===== src/rtl/cgra_seq_pkg.sv =====
// Shared types and constants for the CGRA job sequencer.
package cgra_seq_pkg;

  typedef enum logic [2:0] {
    IDLE,
    CFG_REQ,
    CFG_WAIT,
    CFG_PUSH,
    RUN
  } seq_state_t;

  localparam logic [31:0] PERF_SAT = 32'hFFFF_FFFF;

endpackage


===== src/rtl/cgra_sat_counter.sv =====
// 32-bit performance counter that sticks at all-ones; clear beats increment.
module cgra_sat_counter
  import cgra_seq_pkg::*;
(
  input  logic        clk,
  input  logic        rst_n,
  input  logic        i_clr,
  input  logic        i_inc,
  output logic [31:0] o_count
);

  logic [31:0] r_count;

  always_ff @(posedge clk or negedge rst_n) begin
    if (!rst_n)                               r_count <= '0;
    else if (i_clr)                           r_count <= '0;
    else if (i_inc && (r_count != PERF_SAT))  r_count <= r_count + 32'd1;
  end

  assign o_count = r_count;

endmodule


===== src/rtl/cgra_job_sequencer.sv =====
// Loads a CGRA bitstream from memory into the fabric config port, then
// launches execution and watches for completion or timeout.
module cgra_job_sequencer
  import cgra_seq_pkg::*;
#(
  parameter int ADDR_WIDTH     = 32,
  parameter int MAX_CFG_WORDS  = 1024,
  parameter int TIMEOUT_CYCLES = 65535
) (
  input  logic                  clk,
  input  logic                  rst_n,
  input  logic                  cfg_start,
  input  logic                  cgra_start,
  input  logic                  cgra_reset,
  input  logic [ADDR_WIDTH-1:0] bitstream_addr,
  input  logic [15:0]           bitstream_size,
  output logic                  mem_req,
  output logic [ADDR_WIDTH-1:0] mem_addr,
  input  logic                  mem_gnt,
  input  logic                  mem_rvalid,
  input  logic [31:0]           mem_rdata,
  input  logic                  mem_rerr,
  output logic                  cfg_valid,
  output logic [31:0]           cfg_data,
  input  logic                  cfg_ready,
  output logic                  fabric_start,
  input  logic                  fabric_done,
  output logic                  cgra_busy,
  output logic                  cgra_done,
  output logic                  cgra_error,
  output logic                  cfg_done,
  output logic [31:0]           perf_cycles,
  output logic [31:0]           perf_stalls
);

  localparam logic [16:0] MAX_W    = 17'(MAX_CFG_WORDS);
  localparam logic [31:0] TMO_LAST = 32'(TIMEOUT_CYCLES - 1);

  seq_state_t            r_state, w_nstate;
  logic                  r_cfg_prev, r_run_prev;
  logic [ADDR_WIDTH-1:0] r_base;
  logic [15:0]           r_size, r_idx;
  logic [31:0]           r_cfg_data;
  logic                  r_busy, r_done, r_err, r_cfg_done, r_fabric_start;

  logic w_cfg_edge, w_run_edge, w_size_ok;
  logic w_load, w_launch, w_set_err, w_set_done, w_set_cfg_done, w_take_data, w_idx_inc;
  logic w_stall;
  logic [31:0] w_perf_cycles;

  assign w_cfg_edge = cfg_start & ~r_cfg_prev;
  assign w_run_edge = cgra_start & ~r_run_prev;
  assign w_size_ok  = (bitstream_size != 16'd0) && ({1'b0, bitstream_size} <= MAX_W);

  always_comb begin
    w_nstate       = r_state;
    w_load         = 1'b0;
    w_launch       = 1'b0;
    w_set_err      = 1'b0;
    w_set_done     = 1'b0;
    w_set_cfg_done = 1'b0;
    w_take_data    = 1'b0;
    w_idx_inc      = 1'b0;
    if (cgra_reset) begin
      w_nstate = IDLE;
    end else begin
      case (r_state)
        IDLE: begin
          // cfg edge shadows a simultaneous start edge
          if (w_cfg_edge) begin
            if (w_size_ok) begin
              w_load   = 1'b1;
              w_nstate = CFG_REQ;
            end else begin
              w_set_err = 1'b1;
            end
          end else if (w_run_edge) begin
            if (r_cfg_done) begin
              w_launch = 1'b1;
              w_nstate = RUN;
            end else begin
              w_set_err = 1'b1;
            end
          end
        end
        CFG_REQ: if (mem_gnt) w_nstate = CFG_WAIT;
        CFG_WAIT: begin
          if (mem_rvalid) begin
            if (mem_rerr) begin
              w_set_err = 1'b1;
              w_nstate  = IDLE;
            end else begin
              w_take_data = 1'b1;
              w_nstate    = CFG_PUSH;
            end
          end
        end
        CFG_PUSH: begin
          if (cfg_ready) begin
            w_idx_inc = 1'b1;
            if (16'(r_idx + 16'd1) == r_size) begin
              w_set_cfg_done = 1'b1;
              w_nstate       = IDLE;
            end else begin
              w_nstate = CFG_REQ;
            end
          end
        end
        RUN: begin
          // perf_cycles doubles as the run timer; done beats timeout
          if (fabric_done) begin
            w_set_done = 1'b1;
            w_nstate   = IDLE;
          end else if (w_perf_cycles == TMO_LAST) begin
            w_set_err = 1'b1;
            w_nstate  = IDLE;
          end
        end
        default: w_nstate = IDLE;
      endcase
    end
  end

  always_ff @(posedge clk or negedge rst_n) begin
    if (!rst_n) begin
      r_state        <= IDLE;
      r_cfg_prev     <= 1'b0;
      r_run_prev     <= 1'b0;
      r_base         <= '0;
      r_size         <= '0;
      r_idx          <= '0;
      r_cfg_data     <= '0;
      r_busy         <= 1'b0;
      r_done         <= 1'b0;
      r_err          <= 1'b0;
      r_cfg_done     <= 1'b0;
      r_fabric_start <= 1'b0;
    end else begin
      r_state        <= w_nstate;
      r_cfg_prev     <= cfg_start;
      r_run_prev     <= cgra_start;
      r_busy         <= (w_nstate != IDLE);
      r_fabric_start <= w_launch;
      if (cgra_reset) begin
        r_done     <= 1'b0;
        r_err      <= 1'b0;
        r_cfg_done <= 1'b0;
        r_idx      <= '0;
      end else begin
        if (w_load) begin
          r_base     <= bitstream_addr;
          r_size     <= bitstream_size;
          r_idx      <= '0;
          r_cfg_done <= 1'b0;
          r_done     <= 1'b0;
          r_err      <= 1'b0;
        end
        if (w_launch)       r_done     <= 1'b0;
        if (w_set_err)      r_err      <= 1'b1;
        if (w_set_done)     r_done     <= 1'b1;
        if (w_set_cfg_done) r_cfg_done <= 1'b1;
        if (w_take_data)    r_cfg_data <= mem_rdata;
        if (w_idx_inc)      r_idx      <= r_idx + 16'd1;
      end
    end
  end

  assign w_stall = ((r_state == CFG_REQ) && !mem_gnt) || (r_state == CFG_WAIT) ||
                   ((r_state == CFG_PUSH) && !cfg_ready);

  cgra_sat_counter u_cycles (
    .clk    (clk),
    .rst_n  (rst_n),
    .i_clr  (cgra_reset | w_launch),
    .i_inc  (r_state == RUN),
    .o_count(w_perf_cycles)
  );

  cgra_sat_counter u_stalls (
    .clk    (clk),
    .rst_n  (rst_n),
    .i_clr  (cgra_reset | w_load),
    .i_inc  (w_stall),
    .o_count(perf_stalls)
  );

  // soft reset drops handshakes in the same cycle so nothing new is accepted
  assign mem_req      = (r_state == CFG_REQ) & ~cgra_reset;
  assign mem_addr     = r_base + ADDR_WIDTH'({r_idx, 2'b00});
  assign cfg_valid    = (r_state == CFG_PUSH) & ~cgra_reset;
  assign cfg_data     = r_cfg_data;
  assign fabric_start = r_fabric_start & ~cgra_reset;
  assign cgra_busy    = r_busy;
  assign cgra_done    = r_done;
  assign cgra_error   = r_err;
  assign cfg_done     = r_cfg_done;
  assign perf_cycles  = w_perf_cycles;

endmodule


===== config.mk =====
export PLATFORM = sky130hd
export DESIGN_NAME = cgra_job_sequencer
export DESIGN_NICKNAME = d
export VERILOG_FILES = /design/src/rtl/cgra_seq_pkg.sv /design/src/rtl/cgra_sat_counter.sv /design/src/rtl/cgra_job_sequencer.sv
export SDC_FILE = /design/constraint.sdc
export NUM_CORES = 1
export LEC_CHECK = 0
export CORE_UTILIZATION = 35
export CTS_CLUSTER_DIAMETER = 200
export DETAILED_ROUTE_END_ITERATION = 12
export PLACE_DENSITY = 0.72
export SLEW_MARGIN = 25
export SYNTH_ARGS = -nofsm -noshare
export SYNTH_HDL_FRONTEND = slang
export SYNTH_SLANG_ARGS = --single-unit

===== constraint.sdc =====
create_clock -name clk -period 3 [get_ports clk]
set_input_delay 0.6 -clock clk [delete_from_list [all_inputs] [get_ports clk]]
set_output_delay 0.6 -clock clk [all_outputs]
set_load 0.01 [all_outputs]

==> results_dict.tcl, run 1 <==
set metrics [dict create \
    io_pins 225 \
    ys_async_sr_fraction 1.00 \
    ir_worst_vdd_mv 0.272 \
    dp_hpwl_mm 17.2 \
    vias 7795 \
    worstPathArrival_ns 2.87 \
    hold_class "reg2reg" \
    p_per_area_mw_per_mm2 388 \
    num_rows 58 \
    drive_above_1_share 0.225 \
    drc 0 \
    hold_viol_final 0 \
    grt-ovfl-total 0 \
    clkTransAtPathRegs_ns 0.08 \
    finClkSkew_ns 0.0150 \
    period_minus_slack_ns 3.47 \
    synthTopCellsByArea "dfrtp_1 (47%), mux2_2 (8.9%), xor2_1 (5.2%)" \
    area_delta_synth_final_pct 43.5 \
    final_antenna_net_count 0 \
    clock_latency_ns 0.43 \
    grt_usage 0.191 \
    cts.sinks 170 \
    place_congestion 0.868 \
    p_leak_nw 5.89 \
    portBuffers 224 \
    routed_wirelength_mm 24.7 \
    holdPathStages 1 \
    firstDrtPassIters 5 \
    grt_max_degree 77 \
    cp.required_ns 2.40 \
    grt_setup_unrepaired "yes" \
    nFillCells 2239 \
    cts_max_path_buffers 2 \
    drv_slew 0 \
    status "finished with violations" \
    synth_ff_type "dfrtp_1" \
    synth_area_mm2 0.00907 \
    viasPerCell 5.08 \
    nets 1303 \
    avgSynthCellArea_um2 10.1 \
    grt_first_pass_wirelength_mm 40.6 \
    die_h_um 163 \
    finalCritPeriodShare 1.16 \
    yosysWarnings 0 \
    hold_slack_ns 0.507 \
    yosysSeqAreaShare 0.469 \
    maxCapViolCount 0 \
    top_usage_layer "met2" \
    synth_edf_count 0 \
    critPathLaunchType "flop" \
    ys_types 72 \
    grt.met3_usage 0.0560 \
    synth-seq-cells 170 \
    path_class "reg2out" \
    fin_ws_ns -0.469 \
    finish.utilization 0.514 \
    cts-buffers-inserted 17 \
    fp.dieArea_mm2 0.0266 \
    relSlewSlack 0.546 \
    cts_tree "done" \
    synth_nets 1005 \
    diodes 0 \
    syn_inst 894 \
    grt_use_met1 0.237 \
    cts-root-buf "clkbuf_16" \
    htree_levels 4 \
    grt_pass1_vias 8099 \
    multiInputGateArea_mm2 0.00478 \
    synth_most_common_cell "dfrtp_1" \
    violations "negative setup slack" \
    ys_top_cells_by_count "dfrtp_1 (170), nor2_1 (108), mux2_2 (72), nand2_1 (58), xor2_1 (54)" \
    rr_worst_depth 12 \
    tns_ns -6.22 \
    cp-end-kind "output pin" \
    register_area_mm2 0.00425 \
    setup_violations 22 \
    dr.first_iter.drc_count 442 \
    start_util 0.358 \
    die_w_um 163 \
    yosys.area.top_type_share 0.469 \
    tightest_slew_ns 0.675 \
    yosysTopAreaCell "dfrtp_1" \
    wl_per_cell_um 16.1 \
    core-area_mm2 0.0253 \
    fmax_ghz 0.288 \
    path_max_fanout 2 \
    grtUsageMet2 0.319 \
    antenna_found_initial 2 \
]
sequential cells by signal (all words and copies together) (netlist names):
signal and flops:
cgra_error 1, cgra_done 1, r_base 32, u_stalls.o_count 32
r_size 16, r_fabric_start 1, u_cycles.o_count 32, cfg_data 32
cfg_done 1, r_run_prev 1, r_cfg_prev 1, r_state 3
cgra_busy 1, r_idx 16
final cells by class:
cell class / count / share of cell area
Multi-Input combinational cell: 671 / 0.367
Sequential cell: 170 / 0.327
Timing Repair Buffer: 313 / 0.222
Clock buffer: 18 / 0.0337
Tap cell: 330 / 0.0317
Clock inverter: 14 / 0.0132
Inverter: 19 / 0.00548
critical path, stage by stage, from the launching register on:
cell      delay, ns
dfrtp_1        0.36
ha_2           0.19
inv_2          0.04
fa_2           0.35
nor2b_2        0.13
o21ai_2        0.07
a21boi_2       0.16
o21ai_2        0.11
o41ai_4        0.25
buf_4          0.20
buf_6          0.10
o21a_1         0.13
nor2_2         0.05
xnor2_1        0.14
buf_2          0.16
routing by layer:
metal | up-vias | share of wire
li1 | 3751 | -
met1 | 3772 | 0.43
met2 | 234 | 0.48
met3 | 36 | 0.068
met4 | 2 | 0.020
met5 | - | 0.00040
path summary, 6_finish.rpt:
path                              start              endpoint  slack (ns)
max reg2reg                    r_idx[1]             cgra_busy        0.30
min in group asynchronous         rst_n  u_cycles.o_count[23]        0.57
max in group asynchronous         rst_n            r_base[23]        1.72
max                            r_idx[0]          mem_addr[16]       -0.47
min reg2reg                cfg_data[27]          cfg_data[27]        0.51
min                        cfg_data[27]          cfg_data[27]        0.51
cells by family after synthesis:
family,count (synthesis),synth area share
simple gates,343,0.194
flops,170,0.469
compound gates,133,0.0923
xor+xnor,99,0.0956
mux,75,0.0927
buf+inv,53,0.0272
fa+ha+maj,21,0.0298
report_power, final:
group / total, W / switching (W) / internal, W
Sequential: 0.00235 / 0.0000286 / 0.00233
Clock: 0.00231 / 0.00108 / 0.00123
Combinational: 0.000380 / 0.000168 / 0.000212
what timing repair did:
action	4_1_cts	5_1_grt
pin swaps	25	17
setup buffers	19	7
hold buffers	1	0
setup endpoints to repair	26	28
resized for setup	133	20
endpoints found under the hold margin	12	0
cells in the final DEF, fill, tap and decap left out, types with 20 or more instances in the layout:
master           Yosys  layout
nand2_1             58      58
buf_4                2      75
nand3_1             53      52
clkdlybuf4s50_1      0     197
dfrtp_1            170     170
xnor2_1             45      43
buf_2               10      23
a21oi_1             26      20
mux2_2              72      72
o21ai_0             52      43
xor2_1              54      52
nor2_1             108      99
metrics by stage:
step | area [um^2] | worst slack, ns | total power, W | instances
after floorplan | 9090 | 0.00905 | 0.00251 | 894
after global placement | 12100 | -0.459 | 0.00278 | 1482
after detailed placement | 12100 | -0.522 | 0.00279 | 1482
after CTS | 12900 | -0.422 | 0.00513 | 1529
after global routing | 13000 | -0.651 | 0.00525 | 1535
final | 13000 | -0.469 | 0.00504 | 1535
No activity file was read; power rests on OpenSTA's default activity.
==> inputs of run 2 (changes only) <==
--- a/config.mk
+++ b/config.mk
@@ -9,5 +9,4 @@
 export CTS_CLUSTER_DIAMETER = 200
 export DETAILED_ROUTE_END_ITERATION = 12
-export PLACE_DENSITY = 0.72
 export SLEW_MARGIN = 25
 export SYNTH_ARGS = -nofsm -noshare
==> constraint.sdc (replaced) <==
create_clock -name clk -period 3 [get_ports clk]
set_input_delay 0.45 -clock clk [delete_from_list [all_inputs] [get_ports clk]]
set_output_delay 0.45 -clock clk [all_outputs]
set_load 0.01 [all_outputs]
==> results_dict.tcl, run 2 (synthesized netlist as in run 1, its figures left out) <==
set metrics [dict create \
    fp.dieArea_mm2 0.0266 \
    cp.required_ns 2.55 \
    final_cell_area_mm2 0.0129 \
    vias 7661 \
    drc 0 \
    finish.utilization 0.508 \
    p_leak_nw 5.80 \
    tightest_slew_ns 0.811 \
    final_antenna_net_count 0 \
    die_h_um 163 \
    numPlacedInstances 1486 \
    portBuffers 224 \
    dr.first_iter.drc_count 346 \
    holdBufCountCts 0 \
    grt_first_pass_wirelength_mm 39.3 \
    clkTransAtPathRegs_ns 0.07 \
    cts_max_path_buffers 2 \
    worstPathArrival_ns 2.79 \
    cts-root-buf "clkbuf_16" \
    drv_slew 0 \
    die_w_um 163 \
    hold_viol_final 0 \
    drive_above_1_share 0.211 \
    maxCapViolCount 0 \
    setup_violations 18 \
    relSlewSlack 0.457 \
    grt_setup_unrepaired "yes" \
    path_class "reg2out" \
    core-area_mm2 0.0253 \
    final_common_cell "clkdlybuf4s50_1" \
    nets 1297 \
    place_congestion 0.863 \
    hold_class "in2async" \
    cp-end-kind "output pin" \
    critPathLaunchType "flop" \
    antenna_found_initial 3 \
    p_per_area_mw_per_mm2 382 \
    hold_slack_ns 0.00343 \
    io_pins 225 \
    grt_max_degree 62 \
    dpl_cell_area_mm2 0.0121 \
    num_rows 58 \
    layout_common_cells "clkdlybuf4s50_1 (198), dfrtp_1 (170), nor2_1 (106), buf_4 (73), mux2_2 (72)" \
    path_max_fanout 7 \
    clock_latency_ns 0.43 \
    htree_levels 4 \
    ir_worst_vdd_mv 0.310 \
    cts_tree "done" \
    area_delta_synth_final_pct 41.7 \
    finClkSkew_ns 0.0134 \
    cts-buffers-inserted 17 \
    dp_hpwl_mm 17.4 \
    firstDrtPassIters 4 \
    fin_cells 1531 \
    routed_wirelength_mm 23.7 \
    fmax_ghz 0.309 \
    tns_ns -2.74 \
    nFillCells 2344 \
    grt_pass1_vias 7657 \
    finalCritPeriodShare 1.08 \
    period_minus_slack_ns 3.24 \
    grt_usage 0.185 \
    cts.sinks 170 \
    status "finished with violations" \
    wl_per_cell_um 15.5 \
    viasPerCell 5.00 \
    violations "negative setup slack" \
    start_util 0.358 \
    fin_ws_ns -0.240 \
    grt-ovfl-total 0 \
]
## run 2: metal layers
metal	wire [um]	track usage	share of wire
met5	13	0	0.00055
met4	295	0.0480	0.012
met3	1590	0.0537	0.067
met2	11300	0.305	0.48
met1	10500	0.235	0.44
## run 2: path summary, 6_finish.rpt
check	from	end	slack, ns	cells past startpoint
setup / recovery	r_base[2]	mem_addr[28]	-0.24	13
hold / removal	rst_n	r_base[30]	0.003	1
setup reg to reg	r_idx[1]	cgra_busy	0.32	12
hold reg to reg	cfg_data[0]	cfg_data[0]	0.51	1
max in group asynchronous	rst_n	r_size[15]	2.25	2
min in group clk	cfg_start	r_cfg_prev	0.48	1
## run 2: power by group
| group | total, W | switching (W) | internal (W) |
|---|---|---|---|
| combinational | 0.000377 | 0.000166 | 0.000211 |
| sequential | 0.00235 | 0.0000253 | 0.00233 |
| clock | 0.00218 | 0.00105 | 0.00113 |
| total | 0.00491 | 0.00124 | 0.00366 |
## run 2: cell type report
cell class	count	area (um^2)	area share
Inverter	19	71.3	0.00555
Timing Repair Buffer	307	2810	0.218
Multi-Input combinational cell	671	4730	0.368
Antenna cell	2	5.00	0.000389
Clock buffer	19	443	0.0344
Clock inverter	13	134	0.0104
Sequential cell	170	4250	0.331
Tap cell	330	413	0.0321
## run 2: what timing repair did
action,CTS,global route
resized for setup,116,20
setup endpoints to repair,25,24
buffers inserted,9,3
pin swaps,29,16
## run 2: worst max-delay path, stage by stage (launching register included)
cell,delay [ns]
dfrtp_1,0.35
ha_2,0.19
inv_2,0.04
fa_2,0.34
nor2b_1,0.12
o21ai_1,0.11
a21boi_2,0.17
o21ai_2,0.09
o41ai_2,0.20
buf_4,0.17
a21oi_4,0.08
nor2_2,0.14
xor2_1,0.19
buf_2,0.16
## run 2: per-stage QoR
step                      setup slack (ns)  power [W]
after floorplan                     0.0177    0.00251
after global placement              -0.462    0.00279
after detailed placement            -0.475    0.00279
after CTS                           -0.284    0.00499
after global routing                -0.422    0.00511
final                               -0.240    0.00491
